==> src/rtl/lona_pkg.sv <==
// Shared types and command decode for the lona cover-motor drive stage.
package lona_pkg;

    typedef enum logic [2:0] {
        ST_IDLE  = 3'd0,
        ST_DEAD  = 3'd1,
        ST_CLOSE = 3'd2,
        ST_OPEN  = 3'd3,
        ST_FAULT = 3'd4
    } state_e;

    typedef enum logic [1:0] {
        TG_NONE  = 2'd0,
        TG_CLOSE = 2'd1,
        TG_OPEN  = 2'd2
    } target_e;

    localparam logic [1:0] CMD_CLOSE = 2'b10;
    localparam logic [1:0] CMD_OPEN  = 2'b01;

    // Both-active and both-idle command pairs mean stop.
    function automatic target_e decode_cmd(input logic a, input logic b);
        target_e t;
        case ({a, b})
            CMD_CLOSE: t = TG_CLOSE;
            CMD_OPEN:  t = TG_OPEN;
            default:   t = TG_NONE;
        endcase
        return t;
    endfunction

endpackage

==> src/rtl/lona_motor_seq_sync2.sv <==
// Two-flop synchroniser for asynchronous level inputs, resets to 0.
module sync2 (
    input  logic clk,
    input  logic rst_n,
    input  logic d,
    output logic q
);

    logic [1:0] ff_d;
    logic [1:0] ff_q;

    // Shift the asynchronous level into the clock domain.
    always_comb begin
        ff_d = {ff_q[0], d};
    end

    // Synchroniser flops.
    always_ff @(posedge clk or negedge rst_n) begin
        if (!rst_n) begin
            ff_q <= 2'b00;
        end else begin
            ff_q <= ff_d;
        end
    end

    assign q = ff_q[1];

endmodule

==> src/rtl/lona_motor_seq.sv <==
// H-bridge sequencer: synchronised commands and end switches drive a dead-timed,
// timeout-guarded bridge FSM with a latched fault state.
module lona_motor_seq
    import lona_pkg::*;
#(
    parameter int DEAD_CYCLES    = 4,
    parameter int TIMEOUT_CYCLES = 1000,
    parameter int CNT_W          = 16
) (
    input  logic clk,
    input  logic rst_n,
    input  logic cmd_a,
    input  logic cmd_b,
    input  logic fe,
    input  logic fd,
    input  logic fault_clr,
    output logic in1,
    output logic in2,
    output logic busy,
    output logic fault
);

    localparam logic [CNT_W-1:0] DEAD_LAST    = CNT_W'(DEAD_CYCLES - 1);
    localparam logic [CNT_W-1:0] TIMEOUT_LAST = CNT_W'(TIMEOUT_CYCLES - 1);

    logic s_a, s_b, s_fe, s_fd;
    target_e cmd_s;
    logic both_s, run_limit_s;
    target_e run_tg_s;

    state_e state_d, state_q;
    target_e target_d, target_q;
    logic [CNT_W-1:0] cnt_d, cnt_q;
    logic in1_d, in1_q, in2_d, in2_q, busy_d, busy_q, fault_d, fault_q;

    sync2 u_sync_a  (.clk(clk), .rst_n(rst_n), .d(cmd_a), .q(s_a));
    sync2 u_sync_b  (.clk(clk), .rst_n(rst_n), .d(cmd_b), .q(s_b));
    sync2 u_sync_fe (.clk(clk), .rst_n(rst_n), .d(fe),    .q(s_fe));
    sync2 u_sync_fd (.clk(clk), .rst_n(rst_n), .d(fd),    .q(s_fd));

    // Next-state, target and shared dead/run counter logic.
    always_comb begin
        state_d     = state_q;
        target_d    = target_q;
        cnt_d       = cnt_q;
        cmd_s       = decode_cmd(s_a, s_b);
        both_s      = s_fe & s_fd;
        run_tg_s    = (state_q == ST_CLOSE) ? TG_CLOSE : TG_OPEN;
        run_limit_s = (state_q == ST_CLOSE) ? s_fe : s_fd;

        if ((state_q != ST_FAULT) && both_s) begin
            state_d  = ST_FAULT;
            target_d = TG_NONE;
            cnt_d    = '0;
        end else begin
            case (state_q)
                ST_IDLE: begin
                    cnt_d = '0;
                    if ((cmd_s == TG_CLOSE) && !s_fe) begin
                        state_d  = ST_DEAD;
                        target_d = TG_CLOSE;
                    end else if ((cmd_s == TG_OPEN) && !s_fd) begin
                        state_d  = ST_DEAD;
                        target_d = TG_OPEN;
                    end else begin
                        target_d = TG_NONE;
                    end
                end
                ST_DEAD: begin
                    if (cmd_s != target_q) begin
                        target_d = cmd_s;
                        cnt_d    = '0;
                    end else if (cnt_q == DEAD_LAST) begin
                        cnt_d    = '0;
                        target_d = TG_NONE;
                        case (target_q)
                            TG_CLOSE: state_d = s_fe ? ST_IDLE : ST_CLOSE;
                            TG_OPEN:  state_d = s_fd ? ST_IDLE : ST_OPEN;
                            default:  state_d = ST_IDLE;
                        endcase
                    end else begin
                        cnt_d = cnt_q + {{(CNT_W-1){1'b0}}, 1'b1};
                    end
                end
                ST_CLOSE, ST_OPEN: begin
                    // Limit switch outranks a command change, which outranks timeout.
                    if (run_limit_s) begin
                        state_d  = ST_DEAD;
                        target_d = TG_NONE;
                        cnt_d    = '0;
                    end else if (cmd_s != run_tg_s) begin
                        state_d  = ST_DEAD;
                        target_d = cmd_s;
                        cnt_d    = '0;
                    end else if (cnt_q == TIMEOUT_LAST) begin
                        state_d  = ST_FAULT;
                        target_d = TG_NONE;
                        cnt_d    = '0;
                    end else begin
                        cnt_d = cnt_q + {{(CNT_W-1){1'b0}}, 1'b1};
                    end
                end
                ST_FAULT: begin
                    cnt_d = '0;
                    if (fault_clr && !both_s) begin
                        state_d = ST_IDLE;
                    end else begin
                        state_d = ST_FAULT;
                    end
                end
                default: begin
                    state_d  = ST_IDLE;
                    target_d = TG_NONE;
                    cnt_d    = '0;
                end
            endcase
        end

        in1_d   = (state_d == ST_CLOSE);
        in2_d   = (state_d == ST_OPEN);
        busy_d  = (state_d == ST_DEAD) || (state_d == ST_CLOSE) || (state_d == ST_OPEN);
        fault_d = (state_d == ST_FAULT);
    end

    // State, counter and Moore outputs registered together on the same edge.
    always_ff @(posedge clk or negedge rst_n) begin
        if (!rst_n) begin
            state_q  <= ST_IDLE;
            target_q <= TG_NONE;
            cnt_q    <= '0;
            in1_q    <= 1'b0;
            in2_q    <= 1'b0;
            busy_q   <= 1'b0;
            fault_q  <= 1'b0;
        end else begin
            state_q  <= state_d;
            target_q <= target_d;
            cnt_q    <= cnt_d;
            in1_q    <= in1_d;
            in2_q    <= in2_d;
            busy_q   <= busy_d;
            fault_q  <= fault_d;
        end
    end

    assign in1   = in1_q;
    assign in2   = in2_q;
    assign busy  = busy_q;
    assign fault = fault_q;

endmodule

==> config.mk <==
export PLATFORM = sky130hd
export DESIGN_NAME = lona_motor_seq
export DESIGN_NICKNAME = d
export VERILOG_FILES = /design/src/rtl/lona_pkg.sv /design/src/rtl/lona_motor_seq_sync2.sv /design/src/rtl/lona_motor_seq.sv
export SDC_FILE = /design/constraint.sdc
export NUM_CORES = 1
export LEC_CHECK = 0
export CAP_MARGIN = 30
export CORE_MARGIN = 4
export CORE_UTILIZATION = 51
export DETAILED_ROUTE_END_ITERATION = 6
export PLACE_DENSITY_LB_ADDON = 0.2
export SETUP_SLACK_MARGIN = 0.1
export SKIP_CTS_REPAIR_TIMING = 1
export SLEW_MARGIN = 25
export SYNTH_ARGS = -nofsm -noshare
export SYNTH_HDL_FRONTEND = slang
export SYNTH_SLANG_ARGS = --single-unit
==> constraint.sdc <==
create_clock -name clk -period 4.8 [get_ports clk]
set_clock_uncertainty 0.1 [all_clocks]
set_input_delay 0.96 -clock clk [delete_from_list [all_inputs] [get_ports clk]]
set_output_delay 0.96 -clock clk [all_outputs]
set_load 0.05 [all_outputs]
== After elaboration in Yosys (flattened, before gate mapping) ==
Cells that the tools add are included.
Storage, ports and cells
  bits in registers: 33
  latch bits: 0
  bits in writable memories: 0
  memory bits (read-only): 0
  bits of input ports: 7
  output and inout port bits: 4
  word-level logic and storage cells: 79
  memories kept: 0
Operators by class
  add/subtract/negate cells: 1
  multipliers: 0
  divide/modulo/power cells: 0
  order comparisons: 0
  equality and inequality tests: 22
  shift operators: 0
  multiplexer cells: 32
  bitwise operators: 1
  reduce and logical (&&, ||, !) cells: 12
Operators by type and width (number)
  2-to-1 mux 16 bit: 6
  case mux 16 bit (2 select lines): 1
  2-to-1 mux 3 bit: 9
  2-to-1 mux 2 bit: 11
  adder 16 x 1 -> 16 bit (second input constant): 1
  == test 16 x 10 -> 1 bit (second input constant): 1
  == test 16 x 2 -> 1 bit (second input constant): 1
  == test 3 x 2 -> 1 bit (second input constant): 4
  case mux 3 bit (4 select lines): 1
  case mux 2 bit (2 select lines): 2
  case mux 2 bit (4 select lines): 1
  == test 2 x 1 -> 1 bit (second input constant): 3
  == test 2 bit (second input constant): 3
  == test 3 x 1 -> 1 bit (second input constant): 2
  == test 3 bit (second input constant): 2
  inequality test 5 bit (second input constant): 1
  logical AND 1 bit: 4
  inequality test 2 bit: 2
  inequality test 4 bit (second input constant): 1
  zero test 1 bit: 3
  zero test 3 bit: 1
  inequality test 3 bit (second input constant): 1
  AND reduction 3 bit: 1
  logical OR 1 bit: 2
  other kinds (4): 4

== Longest topological paths before layout ==
Gate-level depths: netlist of run 1.
  word-level depth: 11
  mapped depth: 7
  depth with buffers taken out: 7

== Hierarchy ==
A second synthesis of run 1 with hierarchy kept.
Second synthesis, totals
  cells, all modules: 160
  area, all modules: 1670.4 um^2
Modules (own cells, without submodules)
  lona_motor_seq: times used 1, cells each 152, area an instance 1470.2 um^2, seq. area each 625.6 um^2
  sync2: times used 4, cells each 2, area an instance 50.0 um^2, seq. area each 50.0 um^2

== Worst setup path before layout of run 1 ==
Ideal clock, no wire load.
  kind: reg-to-reg
  from: reg cnt_q[0]
  to: reg cnt_q[10]
  library setup time: 0.071 ns
  arrival time: 1.634 ns
  data required time: 4.629 ns
  setup slack: 2.995 ns
  stages on the path, launching flop included: 8
  path buffers: 1
  period minus slack after synthesis: 1.805 ns
  cells stage by stage: dfrtp_1 > ha_1 > nor4b_1 > and4_1 > nor4b_4 > a21oi_4 > buf_6 > nor2_1
On the way
  cells in the longest elaborated chain, start to end: 6
  elaborated cells on any way between the ends: 10
  those cells by class: add/sub (1); eq/ne (2); mux (7)
Ends and longest elaborated chain
  start: declaration: RTL line lona_motor_seq.sv:33  | logic [CNT_W-1:0] cnt_d, cnt_q;
  start signal: assignment: RTL line lona_motor_seq.sv:138  | cnt_q <= cnt_d;
  adder 16 x 1 -> 16 bit / == test 16 x 10 -> 1 bit (equally long branches): RTL line lona_motor_seq.sv:82, lona_motor_seq.sv:100, lona_motor_seq.sv:95
  2-to-1 mux 16 bit: RTL line lona_motor_seq.sv:95  | end else if (cnt_q == TIMEOUT_LAST) begin
  2-to-1 mux 16 bit: RTL line lona_motor_seq.sv:91  | end else if (cmd_s != run_tg_s) begin
  2-to-1 mux 16 bit: RTL line lona_motor_seq.sv:87  | if (run_limit_s) begin
  case mux 16 bit (2 select lines) *: RTL line lona_motor_seq.sv:56  | case (state_q)
  2-to-1 mux 16 bit *: RTL line lona_motor_seq.sv:51  | if ((state_q != ST_FAULT) && both_s) begin
  via cnt_d[10]: RTL line lona_motor_seq.sv:33
The timed path passes the listed nets; every way through them passes the cells marked *.
A chain may end at the register's enable or synchronous reset.

== Worst setup path in the final report of run 1 ==
  from: reg in2_q, in the netlist in2
  to: out in2
RTL lines
  start: declaration: RTL line lona_motor_seq.sv:34  | logic in1_d, in1_q, in2_d, in2_q, busy_d, busy_q, fault_d, fault_q;
  start signal: assignment: RTL line lona_motor_seq.sv:140  | in2_q <= in2_d;
  end: declaration: RTL line lona_motor_seq.sv:18  | output logic in2,
No word-level cell between the ends.

==> results of run 1 <==
-- layer usage --
metal	global-route usage	wire length (µm)
met5	0	0
met4	0.09367	61
met3	0.03494	91
met2	0.3031	1662
met1	0.1844	1271
-- registers in the layout, summed over array words and instances (netlist names), 2 cells and up --
| name | count |
|---|---|
| u_sync_fe.ff_q | 2 |
| u_sync_b.ff_q | 2 |
| cnt_q | 16 |
| state_q | 3 |
| u_sync_fd.ff_q | 2 |
| target_q | 2 |
| u_sync_a.ff_q | 2 |
-- power breakdown --
| part | switching, W | internal [W] | total [W] |
|---|---|---|---|
| clock network | 0.0000934 | 0.0000558 | 0.000149 |
| logic | 0.0000452 | 0.0000367 | 0.0000819 |
| registers | 0.0000148 | 0.000288 | 0.000303 |
| total | 0.000153 | 0.000381 | 0.000534 |
-- layout make-up --
| type | count | share of cell area |
|---|---|---|
| Tap cell | 46 | 0.02954 |
| Multi-Input combinational cell | 119 | 0.4496 |
| Inverter | 8 | 0.01541 |
| Timing Repair Buffer | 11 | 0.05523 |
| Clock inverter | 2 | 0.005138 |
| Clock buffer | 6 | 0.02119 |
| Sequential cell | 33 | 0.4239 |
-- worst paths after layout --
kind,endpoint,depth (start not counted)
min in group asynchronous,state_q[1]$_DFF_PN0_,2
max reg2reg,cnt_q[11]$_DFF_PN0_,5
max,in2,1
max in group asynchronous,cnt_q[2]$_DFF_PN0_,2
min,u_sync_b.ff_q[1]$_DFF_PN0_,0
min reg2reg,u_sync_b.ff_q[1]$_DFF_PN0_,0
-- per-stage QoR --
step	setup WS, ns	hold WS, ns	instances	util	instance area, µm²
final	2.273	0.2559	225	0.5792	1948
after global routing	2.203	0.2676	225	0.5792	1948
after CTS	2.248	0.2594	225	0.5792	1948
after detailed placement	2.631	0.2347	217	0.5640	1897
after global placement	2.645	0.2344	217	0.5640	1897
after floorplan	2.995	0.2312	170	-	1789
-- Yosys cell counts, drive strengths merged --
library cell	count
dfrtp	33
nor2	29
nand2	9
xor2	9
inv	8
buf	7
nand4	7
nand3	6
nor4b	6
xnor2	6
nor3	4
a211oi	3
and4bb	3
clkbuf	3
ha	3
nand2b	3
nor2b	3
o21ai	3
a21oi	2
a31oi	2
and2	2
and3	2
and4	2
nor4	2
o221ai	2
a21bo	1
a221oi	1
mux2	1
mux2i	1
nand3b	1
o211ai	1
o21bai	1
o31a	1
o31ai	1
o32ai	1
or2b	1
-- cells by family (layout without fill, tap and decap cells) --
kind of cell	after synthesis	in the layout
adder cells (fa/ha/maj)	3	3
flip-flops	33	33
XOR/XNOR	15	15
AND/OR/NAND/NOR	80	80
multiplexers	2	2
AO/OA/AOI/OAI	19	19
buffers and inverters	18	27
-- cell usage in the layout (no fill, tap or decap), types with 3 or more instances in the layout --
cell type and n:
nor4b_1 4, xor2_1 9, nand4_1 7, nand3_1 6
clkdlybuf4s50_1 10, xnor2_1 5, nand2b_1 3, nand2_1 9
clkbuf_4 5, nor2_1 28, dfrtp_1 33, inv_1 8
ha_1 3, nor3_1 4
==> flow_summary.toml, run 1 <==
[yosys]
synth_warnings = 0
synthMuxAreaShare = 0.01189
avgSynthCellArea_um2 = 10.52
ys_seq_area_frac = 0.4615
synthAdderAreaFrac = 0.02098
synthCells = 170
synth-simple-area-share = 0.2797
synth_top_cell_by_area = "dfrtp_1"
synth_compound_area_frac = 0.09930
netlist_area_um2 = 1789
synth_top_area_frac = 0.4615
synth_fp_nets = 180
synth_top_family_by_area = "simple AND/OR/NAND/NOR gates"
synth_xor_area_frac = 0.07762
synth_seq_cells = 33
yosysUniqueCellTypes = 49
synth_area_leaders = "dfrtp_1, nor2_1, xor2_1, nand4_1, xnor2_1"

[setup_path]
cp_cell_sequence = "clkdlybuf4s50_1"
regToRegSetupSlack_ns = 2.73
slowest_delay_ns = 0.80
setup.worst_path.start = "in2$_DFF_PN0_"
r2r_start = "u_sync_a.ff_q[1]$_DFF_PN0_"
required_ns = 3.74
cp_slowest_cell = "clkdlybuf4s50_1"
cp_top_family = "buffers and inverters"
path_class = "flip-flop to output port"
endpoint_kind = "output port"
cp_max_fo = 1
path_buf_inv = 1
arrival_ns = 1.47
start_kind = "flip-flop"

[cts]
clockRootBuffer = "clkbuf_4"
cts_made_buffers = 5
path_clk_slew_ns = 0.10
clk_path_buf_depth = 2
htree_levels = 2
cts_tree = "done"
cts.sinks = 33
clock_latency_ns = 0.33

[timing]
final.setup.tns_ns = 0
hold_viol = 0
tightestPinTransition_ns = 0.4983
slew_viol_final = 0
max_freq_mhz = 395.7
period_minus_slack_ns = 2.527
finalSetupViolCount = 0
slew_headroom = 0.6667
timing.final.crit_share = 0.5266
grt_setup_unrepaired = "false"

[global_route]
grt_pass1_wl_um = 5623
antenna_found_initial = 0
grt_max_degree = 34
gr-total-overflow = 0
grt_pass1_vias = 1276
track_usage = 0.1690

[hold_path]
worstHoldPathType = "flip-flop to flip-flop"
hold_path.startpoint = "u_sync_b.ff_q[0]$_DFF_PN0_"

[floorplanning]
fp-row-count = 21
die_w_um = 67.23
die_h_um = 67.23
core_um2 = 3363
initial_core_util = 0.5320
ioPinCount = 11
dieArea_um2 = 4520

[routing]
firstDrtPassIters = 5
viasPerCell = 5.458
via_count = 1228
wl_per_cell_um = 13.72
drc = 0
ant_nets = 0
drt_iter0_drc = 82
drt-total-wl_um = 3087

[final_layout]
nets = 188
final_layout_size_suffix_gt1_frac = 0.1397
seqCellArea_um2 = 825.8
syn2layout_area_growth_pct = 8.881
fillers = 315
diodes = 0
multi_input_area_um2 = 875.8

[job]
maxCapViolations = 0

[placed_design]
io_buffers = 10
place_congestion = 0.8360
dpl.hpwl_um = 2263

[status]
status = "finished clean"

[power]
p_leak_nw = 0.7740
power_w = 0.0005341
powerDensity_nw_per_um2 = 274.2
peakVddDrop_v = 0.0001213
(Power assumes the default switching activity.)
==> run 2, diff against run 1 <==
==> constraint.sdc (replaced) <==
create_clock -name clk -period 2.1 [get_ports clk]
set_clock_uncertainty 0.1 [all_clocks]
set_input_delay 0.42 -clock clk [delete_from_list [all_inputs] [get_ports clk]]
set_output_delay 0.42 -clock clk [all_outputs]
set_load 0.05 [all_outputs]
==> flow_summary.toml, run 2 (synthesis gave the netlist of run 1 again) <==
[power]
p_seq_frac = 0.553
p_leak_nw = 0.8683
clock_power_share = 0.287
pwr-share-comb = 0.160
power_w = 0.001248
powerDensity_nw_per_um2 = 611.9
switching_power_w = 0.0003433
peakVddDrop_v = 0.0003908
swShare = 0.2751
p_int_w = 0.0009046

[setup_path]
cp_cell_sequence = "ha_2 -> nor4b_1 -> and4_2 -> nor4b_4 -> a21oi_4 -> buf_12 -> nor2_1"
cp_top_family = "simple AND/OR/NAND/NOR gates"
path_class = "flip-flop to flip-flop"
endpoint_kind = "flip-flop"
path_buf_inv = 1
start_kind = "flip-flop"
cp_slowest_cell = "dfrtp_1"
slowest_delay_ns = 0.39
cp_max_fo = 16
arrival_ns = 2.10
required_ns = 2.27

[job]
maxCapViolations = 0

[routing]
drt-total-wl_um = 3135
via_count = 1254
firstDrtPassIters = 4
drc = 0
drt_iter0_drc = 57
wl_per_cell_um = 13.63
viasPerCell = 5.452
ant_nets = 0

[timing]
max_freq_mhz = 516.2
slew_viol_final = 0
tightestPinTransition_ns = 0.5185
slew_headroom = 0.6537
period_minus_slack_ns = 1.937
finalSetupViolCount = 0
hold_viol = 0
grt_setup_unrepaired = "true"
final.setup.tns_ns = 0
timing.final.crit_share = 0.9226

[final_layout]
largest_reg_flops = 16
diodes = 0
mostFrequentLayoutCell = "dfrtp_1"
reg_top3 = "cnt_q (16), state_q (3)"
fillers = 297
regMostFlops = "cnt_q"
final_layout_size_suffix_gt1_frac = 0.1957
nets = 194
multi_input_area_um2 = 893.4
layout_common_cells = "dfrtp_1, nor2_1, nand2_1, xor2_1, inv_1"
syn2layout_area_growth_pct = 13.99
seqCellArea_um2 = 828.3

[cts]
clock_latency_ns = 0.34
cts.sinks = 33
clk_path_buf_depth = 2
path_clk_slew_ns = 0.09
cts_made_buffers = 5
cts_tree = "done"
clockRootBuffer = "clkbuf_4"
htree_levels = 2

[floorplanning]
die_w_um = 67.23
initial_core_util = 0.5320
ioPinCount = 11
fp-row-count = 21
dieArea_um2 = 4520
die_h_um = 67.23
core_um2 = 3363

[global_route]
grt_max_degree = 34
track_usage = 0.1669
grt_pass1_wl_um = 5561
antenna_found_initial = 0
grt_pass1_vias = 1270
gr-total-overflow = 0

[hold_path]
worstHoldPathType = "flip-flop to flip-flop"

[placed_design]
dpl.hpwl_um = 2203
place_congestion = 0.8181
io_buffers = 10

[status]
status = "finished clean"
run 2: cell types whose count changed in the layout (fill, tap and decap cells not counted), moves of 2 or more:
cell	change
dfrtp_2	+2
dlymetal6s2s_1	+4
clkinv_2	-2
clkdlybuf4s50_1	-4
nor2_2	+2
nor2_1	-2
dfrtp_1	-2
buf_4	+5
run 2: layer usage:
layer,share of wire,wire [µm],track usage,vias to the layer above
li1,-,-,-,613
met1,0.42,1328,0.1877,621
met2,0.53,1666,0.2908,12
met3,0.024,74,0.03993,8
met4,0.021,65,0.08861,0
met5,0,0,0,-
run 2: area by class of cell:
cell class / count / share of cell area
multi-input cells: 119 / 0.4380
flip-flops and latches: 33 / 0.4061
repair buffers: 17 / 0.08589
well taps: 46 / 0.02822
clock buffers: 7 / 0.02699
inverters: 8 / 0.01472
run 2: power by group through the flow:
stage	clock (W)	combinational (W)	sequential (W)
2_1_floorplan	0	0.000139	0.000702
3_3_place_gp	0	0.000193	0.000700
3_5_place_dp	0	0.000198	0.000703
4_1_cts	0.000367	0.000200	0.000690
5_1_grt	0.000390	0.000218	0.000696
6_report	0.000358	0.000199	0.000690
run 2: worst paths after layout:
path,start,end,slack [ns],cells past startpoint
worst max-delay path,cnt_q[0]$_DFF_PN0_,cnt_q[2]$_DFF_PN0_,0.16,7
worst min-delay path,u_sync_b.ff_q[0]$_DFF_PN0_,u_sync_b.ff_q[1]$_DFF_PN0_,0.26,0
worst max register to register,cnt_q[0]$_DFF_PN0_,cnt_q[2]$_DFF_PN0_,0.16,7
worst min register to register,u_sync_b.ff_q[0]$_DFF_PN0_,u_sync_b.ff_q[1]$_DFF_PN0_,0.26,0
max in group asynchronous,rst_n,u_sync_b.ff_q[1]$_DFF_PN0_,1.20,2
min in group asynchronous,rst_n,state_q[2]$_DFF_PN0_,0.37,2
run 2: through the flow:
step / std cells / instance area (µm²) / hold WS, ns / setup slack [ns] / utilization
floorplan: 170 / 1789 / 0.02441 / 0.2947 / -
global placement: 221 / 1939 / 0.2367 / 0.1822 / 0.5766
detailed placement: 221 / 1939 / 0.2378 / 0.1049 / 0.5766
CTS: 228 / 1994 / 0.2576 / 0.08255 / 0.5930
global route: 230 / 2039 / 0.2740 / 0.08839 / 0.6064
finish: 230 / 2039 / 0.2560 / 0.1626 / 0.6064
==> run 3, diff against run 2 <==
--- a/config.mk
+++ b/config.mk
@@ -5,9 +5,9 @@
 export SDC_FILE = /design/constraint.sdc
 export NUM_CORES = 1
 export LEC_CHECK = 0
-export CAP_MARGIN = 30
 export CORE_MARGIN = 4
 export CORE_UTILIZATION = 51
+export CTS_CLUSTER_SIZE = 12
 export DETAILED_ROUTE_END_ITERATION = 6
 export PLACE_DENSITY_LB_ADDON = 0.2
 export SETUP_SLACK_MARGIN = 0.1
==> results of run 3 <==
No change in the layout: final DEF, timing and power equal those of run 2.
